[config.mk]
export PLATFORM = sky130hd
export DESIGN_NAME = prog_loader_arb
export DESIGN_NICKNAME = d
export VERILOG_FILES = /design/src/rtl/prog_loader_pkg.sv /design/src/rtl/prog_loader_arb.sv
export SDC_FILE = /design/constraint.sdc
export NUM_CORES = 1
export LEC_CHECK = 0
export BUFFER_PORTS_ARGS = -buffer_cell sky130_fd_sc_hd__buf_4
export CAP_MARGIN = 20
export CORE_MARGIN = 3
export CORE_UTILIZATION = 42
export DETAILED_ROUTE_END_ITERATION = 12
export PLACE_DENSITY_LB_ADDON = 0.05
export SETUP_SLACK_MARGIN = 0.15
export SLEW_MARGIN = 20
export SYNTH_ARGS = -nofsm -noshare
export SYNTH_HDL_FRONTEND = slang
export SYNTH_SLANG_ARGS = --single-unit
[constraint.sdc]
create_clock -name clk -period 2.17 [get_ports clk]
set_input_delay 0.217 -clock clk [delete_from_list [all_inputs] [get_ports clk]]
set_output_delay 0.217 -clock clk [all_outputs]
set_load 0.02 [all_outputs]
[src/rtl/prog_loader_pkg.sv]
// Shared definitions for the program loader / program-RAM write arbiter.
//   state_e    : loader FSM states
//   SYNC_BYTE  : byte that starts a load frame
//   RAM_AW     : program-RAM word-address width
//   DATA_W     : program-RAM word width
package prog_loader_pkg;

  typedef enum logic [3:0] {
    ST_IDLE    = 4'd0,
    ST_ADDR_H  = 4'd1,
    ST_ADDR_L  = 4'd2,
    ST_CNT_H   = 4'd3,
    ST_CNT_L   = 4'd4,
    ST_DATA_H  = 4'd5,
    ST_DATA_L  = 4'd6,
    ST_CSUM    = 4'd7,
    ST_RELEASE = 4'd8
  } state_e;

  localparam logic [7:0] SYNC_BYTE = 8'hA5;
  localparam int         RAM_AW    = 12;
  localparam int         DATA_W    = 16;

endpackage

[src/rtl/prog_loader_arb.sv]
// Program loader and program-RAM write arbiter.
//
// While idle, the CPU owns the program-RAM write port (combinational
// pass-through). With load_en high, UART bytes are consumed; a sync byte
// starts a frame:
//   A5, addr_h, addr_l, cnt_h, cnt_l, {data_h, data_l} x cnt, checksum
// The CPU is held in reset for the duration of the frame, and the frame
// ends with a one-cycle done (checksum matched) or err (mismatch) pulse.
//
// Ports:
//   clk, resetq              clock, synchronous active-low reset
//   load_en                  loader may consume UART bytes (sampled in IDLE)
//   rx_valid, rx_data        UART RX byte available / byte
//   rx_rd                    one-cycle pop strobe to the UART RX
//   cpu_mem_wr/addr, cpu_dout  CPU program-RAM write request
//   ram_we/waddr/wdata       program-RAM write port
//   cpu_resetq               registered active-low CPU reset
//   busy, done, err          status
//
// Byte handshake: a byte is taken in the cycle where rx_valid=1, the
// current state consumes bytes and rx_rd was low in the previous cycle;
// rx_rd is high in exactly that cycle and rx_data is captured at its
// closing edge. rx_rd is therefore never high on two consecutive cycles.
module prog_loader_arb
  import prog_loader_pkg::*;
(
  input  logic              clk,
  input  logic              resetq,
  input  logic              load_en,
  input  logic              rx_valid,
  input  logic [7:0]        rx_data,
  output logic              rx_rd,
  input  logic              cpu_mem_wr,
  input  logic [15:0]       cpu_mem_addr,
  input  logic [DATA_W-1:0] cpu_dout,
  output logic              ram_we,
  output logic [RAM_AW-1:0] ram_waddr,
  output logic [DATA_W-1:0] ram_wdata,
  output logic              cpu_resetq,
  output logic              busy,
  output logic              done,
  output logic              err
);

  state_e              state_q, state_d;
  logic                rx_rd_prev_q;
  logic [RAM_AW-1:0]   addr_q, addr_d;
  logic [15:0]         cnt_q, cnt_d;
  logic [7:0]          sum_q, sum_d;
  logic [7:0]          data_hi_q, data_hi_d;
  logic [DATA_W-1:0]   wdata_q, wdata_d;
  logic                wr_q, wr_d;
  logic [7:0]          csum_q, csum_d;
  logic                cpu_resetq_q, cpu_resetq_d;

  logic                consume;
  logic                accept;
  logic                in_idle;

  // Only the word-select bits of the CPU byte address reach the RAM.
  logic                unused_addr_bits;
  assign unused_addr_bits = ^{cpu_mem_addr[15:13], cpu_mem_addr[0]};

  always_comb begin
    state_d      = state_q;
    addr_d       = addr_q;
    cnt_d        = cnt_q;
    sum_d        = sum_q;
    data_hi_d    = data_hi_q;
    wdata_d      = wdata_q;
    wr_d         = 1'b0;
    csum_d       = csum_q;

    in_idle = (state_q == ST_IDLE);
    // load_en only matters in IDLE; once a frame has started it runs to
    // completion regardless.
    consume = in_idle ? load_en : (state_q != ST_RELEASE);
    accept  = rx_valid && consume && !rx_rd_prev_q;

    // The write cycle follows the DATA_L accept; bump address/count here
    // so the RAM sees the pre-increment address.
    if (wr_q) begin
      addr_d = addr_q + 1'b1;
      cnt_d  = cnt_q - 1'b1;
    end

    if (accept) begin
      unique case (state_q)
        ST_IDLE: begin
          if (rx_data == SYNC_BYTE) begin
            state_d = ST_ADDR_H;
            sum_d   = 8'h00;
          end
        end
        ST_ADDR_H: begin
          addr_d[11:8] = rx_data[3:0];
          state_d      = ST_ADDR_L;
        end
        ST_ADDR_L: begin
          addr_d[7:0] = rx_data;
          state_d     = ST_CNT_H;
        end
        ST_CNT_H: begin
          cnt_d[15:8] = rx_data;
          state_d     = ST_CNT_L;
        end
        ST_CNT_L: begin
          cnt_d[7:0] = rx_data;
          state_d    = ({cnt_q[15:8], rx_data} == 16'h0000) ? ST_CSUM : ST_DATA_H;
        end
        ST_DATA_H: begin
          data_hi_d = rx_data;
          sum_d     = sum_q + rx_data;
          state_d   = ST_DATA_L;
        end
        ST_DATA_L: begin
          wdata_d = {data_hi_q, rx_data};
          sum_d   = sum_q + rx_data;
          wr_d    = 1'b1;
          // cnt_q still holds the pre-write count; it drops to 0 on the
          // write cycle when this was the last word.
          state_d = (cnt_q == 16'h0001) ? ST_CSUM : ST_DATA_H;
        end
        ST_CSUM: begin
          csum_d  = rx_data;
          state_d = ST_RELEASE;
        end
        default: ;
      endcase
    end

    if (state_q == ST_RELEASE) begin
      state_d = ST_IDLE;
    end

    cpu_resetq_d = (state_d == ST_IDLE);
  end

  always_ff @(posedge clk) begin
    if (!resetq) begin
      state_q      <= ST_IDLE;
      rx_rd_prev_q <= 1'b0;
      addr_q       <= '0;
      cnt_q        <= '0;
      sum_q        <= '0;
      data_hi_q    <= '0;
      wdata_q      <= '0;
      wr_q         <= 1'b0;
      csum_q       <= '0;
      cpu_resetq_q <= 1'b0;
    end else begin
      state_q      <= state_d;
      rx_rd_prev_q <= accept;
      addr_q       <= addr_d;
      cnt_q        <= cnt_d;
      sum_q        <= sum_d;
      data_hi_q    <= data_hi_d;
      wdata_q      <= wdata_d;
      wr_q         <= wr_d;
      csum_q       <= csum_d;
      cpu_resetq_q <= cpu_resetq_d;
    end
  end

  always_comb begin
    rx_rd      = accept;
    busy       = !in_idle;
    cpu_resetq = cpu_resetq_q;
    done       = (state_q == ST_RELEASE) && (csum_q == sum_q);
    err        = (state_q == ST_RELEASE) && (csum_q != sum_q);
    if (in_idle) begin
      ram_we    = cpu_mem_wr;
      ram_waddr = cpu_mem_addr[12:1];
      ram_wdata = cpu_dout;
    end else begin
      ram_we    = wr_q;
      ram_waddr = addr_q;
      ram_wdata = wdata_q;
    end
  end

endmodule

# Yosys cells after proc, flatten, opt, wreduce, memory -nomap -nowiden
# Index checks and enable logic that the tools add are counted.
[word_totals]
ram_bits = 0
output_inout_bits = 34
wordCells = 64
mem_bits_ro = 0
latch_bits = 0
n_memories = 0
register_bits = 75
in_bits = 45
[classes]
n_div = 0
n_eq_ne = 14
bitwise_logic = 0
reduce_logical = 16
mux = 21
add_sub_neg = 3
multipliers = 0
n_lt_le_gt_ge = 0
n_shift = 0
[op_table]
columns = ["op", "count"]
rows = [
  ["two-way mux 16 bit", 3],
  ["two-way mux 12 bit", 3],
  ["two-way mux 8 bit", 4],
  ["case mux 4 bit (8 select lines)", 1],
  ["equality test 16 x 1 -> 1 bit (second input constant)", 1],
  ["equality test 4 x 3 -> 1 bit (second input constant)", 4],
  ["logical NOT 16 bit", 1],
  ["two-way mux 4 bit", 4],
  ["case mux 8 bit (2 select lines)", 1],
  ["subtractor 16 x 1 -> 16 bit (second input constant)", 1],
  ["adder 12 x 1 -> 12 bit (second input constant)", 1],
  ["adder 8 bit", 1],
  ["equality test 4 x 2 -> 1 bit (second input constant)", 2],
  ["equality test 8 bit", 1],
  ["equality test 8 bit (second input constant)", 1],
  ["logical NOT 4 bit", 2],
  ["!= test 8 bit", 1],
  ["AND reduction 2 bit", 4],
  ["equality test 4 x 1 -> 1 bit (second input constant)", 1],
  ["equality test 4 bit (second input constant)", 1],
  ["logical AND 1 bit", 4],
  ["two-way mux 2 bit", 2],
  ["!= test 4 bit (second input constant)", 1],
  ["two-way mux 1 bit", 3],
  ["other kinds (5)", 6],
]

# Longest topological paths before layout
# Gate-level depths: netlist of run 1.
[depth]
depth_word = 7
mapped_depth = 8
depth_no_buf = 8

# Least setup slack after synthesis of run 1
# OpenSTA, ideal clock, no wires.
[synth_path]
path_type = "flip-flop to flip-flop"
from = "register state_q[1]"
to = "register sum_q[6]"
required_time_ps = 2054
path_buffers = 1
path_stages_with_launch = 7
period_less_slack_ps = 1861
slack_ps = 309
setup_ps = 116
arrival_time_ps = 1744
path_cell_list = "dfxtp_1 > buf_2 > nor3_1 > a21oi_1 > o21ai_2 > and3_1 > a41o_1"
[synth_between]
elab_chain_len = 5
word_cells_on_any_way = 12
classes_between = "4 x eq/ne; 2 x mux; 6 x reduce/logical"
[synth_lines]
columns = ["element", "line", "text"]
rows = [
  ["start, declared", "prog_loader_arb.sv:45", "state_e state_q, state_d;"],
  ["start signal, assigned", "prog_loader_arb.sv:152", "state_q <= state_d;"],
  ["!= test 4 bit / logical NOT 4 bit (equally long branches)", "prog_loader_arb.sv:77, prog_loader_arb.sv:74", ""],
  ["two-way mux 1 bit *", "prog_loader_arb.sv:77", "consume = in_idle ? load_en : (state_q != ST_RELEASE);"],
  ["logical AND 1 bit * (2 in series)", "prog_loader_arb.sv:78", "accept = rx_valid && consume && !rx_rd_prev_q;"],
  ["net rx_rd", "prog_loader_arb.sv:32", "output logic rx_rd,"],
  ["AND reduction 3 bit (no source line) *", "--", ""],
  ["end signal, assigned", "prog_loader_arb.sv:156", "sum_q <= sum_d;"],
  ["end, declared", "prog_loader_arb.sv:49", "logic [7:0] sum_q, sum_d;"],
]
# The timed path passes the listed nets; every way through them passes the cells marked *.
# A chain may end at the register's enable or synchronous reset.

# Worst setup path in the final report of run 1
[layout_path]
from = "register state_q[0]"
to = "output port ram_wdata[13]"
[layout_between]
elab_chain_len = 2
[layout_lines]
columns = ["element", "line", "text"]
rows = [
  ["logical NOT 4 bit", "prog_loader_arb.sv:74", "in_idle = (state_q == ST_IDLE);"],
  ["two-way mux 16 bit", "prog_loader_arb.sv:171", "if (in_idle) begin"],
  ["end, declared", "prog_loader_arb.sv:38", "output logic [DATA_W-1:0] ram_wdata,"],
]
# Every way passes these cells.

==> results by group, run 1 <==
Cells and area
  – Number of standard cells in the layout, taps in and fillers out: roughly 700
  – Commonest non-fill, non-tap cells in the layout: sky130_fd_sc_hd__dfxtp_1, sky130_fd_sc_hd__buf_4, sky130_fd_sc_hd__nor2_1
  – Multi-input logic area: between 2000 and 3000 sq um
  – Most common cell after layout, fill and taps aside: sky130_fd_sc_hd__dfxtp_1
  – Area added between synthesis and finish: 34.64%
  – Fin area: approximately 5400 sq um
  – Storage cell area: 1514 sq um
  – Net count, final: 622
  – Fraction of layout instances using a drive strength above 1: 0.3012
  – Fillers: roughly 830
  – # diodes: 0

GRT
  – Pin count of the biggest net entering global routing: 36
  – Global router's overall resource usage: 0.2059
  – Global-route wire length before repair: 17,060 um
  – Global route total overflow: 0
  – Via count of the first global-routing pass: between 3,000 and 4,000
  – Antenna violations before repair: 0

Clock network
  – Insertion delay to the later sink of the worst-skew pair: about 0.35 ns
  – Cts hold-fix bufs: 0
  – Maximum buffer depth of the clock tree: 2
  – H-tree lvl count: 3
  – Clock Root Buffer: sky130_fd_sc_hd__clkbuf_8
  – Clock edge transition at the registers on the reported setup and hold paths: about 0.080 ns
  – TritonCTS clock tree: done
  – Clock tree sinks: 75
  – TritonCTS Buffers: 9

Synthesis
  – Primary flip-flop cell chosen by synthesis mapping: sky130_fd_sc_hd__dfxtp_1
  – Post-synthesis instance area: 3980 sq um
  – Async set-reset flop share out of synthesis: 0
  – Number of flops mapped to enable cells by yosys: 0
  – Cell variety after synth: 47
  – Seq/Total Area, Yosys: 0.3772
  – Area share of the leading cell type in the synthesized netlist: 0.3772
  – Post-synthesis cell count: 480
  – Count of warnings emitted by yosys: 0
  – Post-synthesis sequential element count: 75
  – Post-Syn Nets: between 500 and 600
  – Synthesized area per cell: around 8.3 sq um
  – Cells taking the most area after synthesis: sky130_fd_sc_hd__dfxtp_1, sky130_fd_sc_hd__nand2_1, sky130_fd_sc_hd__mux2_2
  – Cell taking the most area after synthesis: sky130_fd_sc_hd__dfxtp_1

STA
  – Clock skew: ~0.0074 ns
  – Total count of hold-check failures in the final report: 0
  – Max-slew headroom at the worst pin: 0.5915
  – Top achievable clock speed: about 480 MHz
  – RSZ-0062 raised after global routing: yes
  – Share of the clock period used by the worst path: 0.9618
  – Accumulated negative setup slack: 0 ns
  – Max-slew violations: 0
  – Count of endpoints failing setup in the final report: 0
  – Final Critical Period: roughly 2.1 ns
  – Actual transition at the worst max-transition pin: between 0.6 and 0.7 ns

Routing
  – Final wirelength: roughly 11,000 um
  – Detailed-router iteration count before antenna repair: 4
  – Count of unresolved DRC violations after routing: 0
  – Number of nets with antenna violations after detailed routing: 0
  – Wire length per cell after detailed routing: 15.81 um
  – DRC violation total after the first TritonRoute iteration: 126
  – Total vias in the final route: ~3,700
  – Via density per instance: ~5.3

Place
  – GP Congestion: between 0.8 and 0.9
  – Post-Place Cell Area: between 4000 and 5000 sq um
  – Detailed Place HPWL: 7165 um
  – Placed insts: ~670
  – PortBufs: 74

Setup path
  – Worst Path Class, Setup: reg -> out
  – Cell with the biggest individual delay on the critical path: sky130_fd_sc_hd__dfxtp_4
  – Ordered cell list for the critical path: nor4_4, buf_6, buf_12, mux2_4, buf_6
  – CP dominant cell by count: sky130_fd_sc_hd__buf_6
  – Crit Reg-Reg Startpoint: sum_q[0]
  – Type of element launching the critical path: flip-flop
  – Worst EP required: between 1.5 and 2 ns
  – Data arrival at the endpoint of the critical path: between 1.5 and 2 ns
  – Element type at the critical path end: primary output
  – Launching instance or port of the critical path: state_q[0]
  – Highest fanout seen on the critical path: 8
  – Delay of the slowest cell on the worst path: 0.37 ns

Die
  – Std cell rows: 34
  – Boundary pin count: a little under 80
  – Die outline height: between 100 and 150 um
  – Starting density of the core: 0.4434
  – Die footprint: about 11,000 sq um
  – Die span in x: between 100 and 150 um
  – Area inside the core boundary: approximately 9000 sq um

Worst hold path
  – Worst hold path startpoint: rx_data[3]
  – HP Class: in -> reg

Job
  – Number of max-cap violations: 0

Status
  – Run status: finished clean

Pwr
  – Power density cells: between 500 and 600 nW/um^2
  – Leakage power: 2.250 nW
  – Peak supply drop: approximately 360 uV
-- state kept, by name, summed over array words and instances (netlist names) --
register,cells
cnt_q,16
wdata_q,16
addr_q,12
csum_q,8
data_hi_q,8
sum_q,8
state_q,4
cpu_resetq,1
rx_rd_prev_q,1
wr_q,1
-- Yosys cell counts, drive strengths merged (2+ instances only) --
| cell | number |
|---|---|
| a22oi | 5 |
| dfxtp | 75 |
| o21ai | 17 |
| o21a | 2 |
| a21o | 5 |
| nor3b | 2 |
| inv | 9 |
| or4 | 5 |
| nand2 | 74 |
| nor4 | 4 |
| buf | 8 |
| nand2b | 3 |
| or3 | 4 |
| a21oi | 33 |
| xor2 | 14 |
| nand4 | 7 |
| mux2i | 17 |
| ha | 10 |
| a211oi | 19 |
| clkbuf | 19 |
| nor3 | 12 |
| and3 | 5 |
| and2 | 5 |
| nand3 | 3 |
| o31ai | 2 |
| nor2b | 3 |
| mux2 | 20 |
| xnor2 | 24 |
| nor2 | 61 |
-- cell families after synthesis --
family	share of synthesized area
DFF	0.3772
muxes	0.09934
buffers and inverters	0.03647
adders and majority gates	0.03647
xor gates and xnor gates	0.08362
AOI/OAI and AO/OA	0.1415
and+or+nand+nor	0.2254
-- timing repair --
item                       CTS  global route
buffers inserted             5             5
gates cloned                 2             1
setup endpoints to repair   29            33
gates resized for setup     46            51
pin swaps                    1            13
-- cell type report --
cell class,count,share of cell area
Clock buffer,10,0.02382
Tap cell,126,0.02942
Inverter,9,0.006304
Clock inverter,6,0.01214
Timing Repair Buffer,102,0.1781
Sequential cell,75,0.2825
Multi-Input combinational cell,369,0.4677
-- metrics by stage --
step / total power (W) / hold WS [ns] / worst slack [ns] / utilization
finish: 0.003016 / 0.1847 / 0.08286 / 0.5970
global route: 0.003124 / 0.1832 / 0.04472 / 0.5970
CTS: 0.002987 / 0.1733 / 0.1065 / 0.5721
detailed placement: 0.001834 / 0.4465 / 0.1841 / 0.5230
global placement: 0.001828 / 0.4435 / 0.2191 / 0.5230
floorplan: 0.001639 / 0.3530 / 0.3092 / -
-- per-layer routing --
metal | part of all wire | global-route usage | up-vias
li1 | - | - | 1837
met2 | 0.46 | 0.3216 | 92
met1 | 0.46 | 0.2900 | 1724
met3 | 0.065 | 0.04762 | 13
met5 | 0 | 0 | -
met4 | 0.014 | 0.04582 | 0
-- power breakdown --
| group | total (W) | internal, W | leakage (nW) | switching, W |
|---|---|---|---|---|
| Combinational | 0.000550 | 0.000281 | 1.54 | 0.000269 |
| Clock | 0.00107 | 0.000534 | 0.0966 | 0.000538 |
| Sequential | 0.00139 | 0.00138 | 0.608 | 0.0000112 |
-- worst max-delay path, delay by kind of cell (launching register included) --
family | cells | cell delay, ns
DFF | 1 | 0.37
buffers and inverters | 3 | 0.49
muxes | 1 | 0.32
and+or+nand+nor | 1 | 0.34
-- worst paths after layout --
kind / slack [ns] / to / depth (start not counted)
hold / removal: 0.18 / data_hi_q[3] / 3
setup / recovery: 0.08 / ram_wdata[13] / 5
hold reg to reg: 0.45 / wdata_q[13] / 2
setup reg to reg: 0.26 / sum_q[6] / 8
Power figures use the tool's default switching activity.
==> run 2, diff against run 1 <==
Settings changed: CTS_BUF_LIST from default to sky130_fd_sc_hd__clkbuf_16, SLEW_MARGIN 20 to default.
==> run 2 against run 1 <==
Clock power grew 37%. Sequential power is essentially flat. Clock skew shrank 0.0034 ns. Largest power group is now clock. Core utilization shrank 0.79 points. Sequential share of layout area grew 0.40 points. Die area is the same. Clock-buffer cell count shrank 1. Power grew 11%. Maximum frequency grew 0.88%. Register-to-register slack lost 0.02 ns.
==> results by group, run 2 (synthesis results as in run 1) <==
Status
  – Run status: finished clean

Pwr
  – Power density cells: about 640 nW/um^2
  – Total chip power: 0.003360 W
  – Leakage power: between 2 and 2.5 nW
  – Peak supply drop: between 500 and 600 uV

Setup path
  – Ordered cell list for the critical path: nor4_4, buf_6, buf_12, mux2_2, buf_6
  – Crit Reg-Reg Startpoint: sum_q[0]
  – Buf+Inv Stages, Crit Path: 3
  – Data arrival at the endpoint of the critical path: approximately 1.9 ns
  – Element type at the critical path end: primary output
  – Cell with the biggest individual delay on the critical path: sky130_fd_sc_hd__dfxtp_4
  – Delay of the slowest cell on the worst path: approximately 0.36 ns
  – Kind of cell with the highest combined delay on the critical path: buffers and inverters
  – Cell depth of the worst flop-to-flop path: 8
  – CP dominant cell by count: sky130_fd_sc_hd__buf_6
  – Launching instance or port of the critical path: state_q[3]
  – Worst EP required: between 1.5 and 2 ns
  – R2R Path End: sum_q[6]
  – R2R Setup Slk: about 0.24 ns
  – Highest fanout seen on the critical path: 8
  – Worst Path Class, Setup: reg -> out
  – Type of element launching the critical path: flip-flop

Clock network
  – Clock tree sinks: 75
  – Insertion delay to the later sink of the worst-skew pair: 0.33 ns
  – Cts hold-fix bufs: 0
  – Clock edge transition at the registers on the reported setup and hold paths: roughly 0.060 ns
  – TritonCTS Buffers: 9
  – Clock Root Buffer: sky130_fd_sc_hd__clkbuf_16
  – H-tree lvl count: 3
  – TritonCTS clock tree: done
  – Maximum buffer depth of the clock tree: 2

Routing
  – Total vias in the final route: between 3,000 and 4,000
  – Number of nets with antenna violations after detailed routing: 0
  – Detailed-router iteration count before antenna repair: 4
  – Count of unresolved DRC violations after routing: 0
  – Final wirelength: approximately 11,000 um
  – DRC violation total after the first TritonRoute iteration: 121
  – Via density per instance: 5.154
  – Wire length per cell after detailed routing: about 15 um

Cells and area
  – Fraction of layout instances using a drive strength above 1: 0.2646
  – Most common cell after layout, fill and taps aside: sky130_fd_sc_hd__buf_4
  – Commonest non-fill, non-tap cells in the layout: sky130_fd_sc_hd__buf_4, sky130_fd_sc_hd__nand2_1, sky130_fd_sc_hd__dfxtp_1
  – Net count, final: slightly above 600
  – Registers with the most flip-flops: cnt_q (16), wdata_q (16), addr_q (12)
  – Area added between synthesis and finish: 32.85%
  – Final core area utilization: 0.5891
  – # diodes: 0

Die
  – Boundary pin count: 79
  – Die span in x: 103.3 um
  – Starting density of the core: 0.4434
  – Die outline height: 103.3 um
  – Area inside the core boundary: about 9000 sq um
  – Die footprint: around 11,000 sq um
  – Std cell rows: 34

Place
  – PortBufs: 74
  – Placement-stage worst setup slack: approximately 0.18 ns
  – Detailed Place HPWL: ~7200 um
  – GP Congestion: slightly above 0.8

Worst hold path
  – HP Class: in -> reg
  – Number of cells on the worst hold path: 3
  – Worst hold path startpoint: rx_data[3]
  – Terminating pin of the worst hold path: data_hi_q[3]

STA
  – Max-slew headroom at the worst pin: 0.5970
  – Top achievable clock speed: 483.3 MHz
  – Max-slew violations: 0
  – Share of the clock period used by the worst path: 0.9534
  – Final worst hold slack: 0.2079 ns
  – Count of endpoints failing setup in the final report: 0
  – RSZ-0062 raised after global routing: yes
  – Final Critical Period: just over 2 ns
  – Accumulated negative setup slack: 0 ns
  – Total count of hold-check failures in the final report: 0
  – Actual transition at the worst max-transition pin: 0.6037 ns
  – PnR worst setup slack: around 0.1 ns
  – Clock skew: 0.003995 ns

GRT
  – Global router's overall resource usage: 0.2039
  – Antenna violations before repair: 0
  – Global-route wire length before repair: between 15,000 and 20,000 um
  – Global route total overflow: 0
  – Pin count of the biggest net entering global routing: 36
  – Via count of the first global-routing pass: ~3,400

Job
  – Number of max-cap violations: 0
## run 2: cell types whose count changed in the layout (fill, tap and decap cells not counted), sizes merged
| cell | before | now |
|---|---|---|
| buf | 100 | 97 |
| clkbuf | 12 | 10 |
| inv | 10 | 11 |
## run 2: power breakdown
group | total, W | internal [W] | switching (W)
clock | 0.00147 | 0.000888 | 0.000581
combinational | 0.000495 | 0.000248 | 0.000246
sequential | 0.00140 | 0.00138 | 0.0000129
total | 0.00336 | 0.00252 | 0.000840
## run 2: how the worst max path moves through the flow
stage / cells past startpoint / endpoint
2_1_floorplan: 6 / sum_q[6]
3_3_place_gp: 7 / sum_q[6]
3_5_place_dp: 7 / sum_q[6]
4_1_cts: 5 / ram_wdata[13]
5_1_grt: 5 / ram_wdata[9]
6_report: 5 / ram_wdata[9]
## run 2: layout make-up
| class | instances | area (sq um) |
|---|---|---|
| repair buffers | 98 | 888.4 |
| multi-input cells | 369 | 2399 |
| inverters | 9 | 33.78 |
| clock buffers | 9 | 225.2 |
| well taps | 126 | 157.7 |
| clock inverters | 7 | 68.82 |
| fillers | 850 | 3689 |
| flip-flops and latches | 75 | 1515 |
## run 2: worst reg2reg max path: cells and delay by family (launching register included)
kind | cells | cell delay [ns]
buf+inv | 1 | 0.07
compound gates | 3 | 0.62
flops | 1 | 0.33
fa+ha+maj | 2 | 0.40
simple gates | 2 | 0.40
## run 2: timing repair
item / CTS / global route
setup buffers: 5 / 1
setup endpoints to repair: 29 / 33
gates cloned: 2 / 1
pin swaps: 1 / 1
gates resized for setup: 39 / 16
## run 2: metrics by stage
step                      std cells  instance area (sq um)
after floorplan                 480                   3980
after global placement          668                   4695
after detailed placement        668                   4695
after CTS                       691                   5209
after global routing            693                   5288
final                           693                   5288
## run 2: layer usage
layer  vias up  track usage  wire (um)
met1      1654       0.2911       5264
met4         0      0.05080        122
li1       1836            -          -
met5         -            0          0
met3        13      0.03823        467
met2        69       0.3176       4865
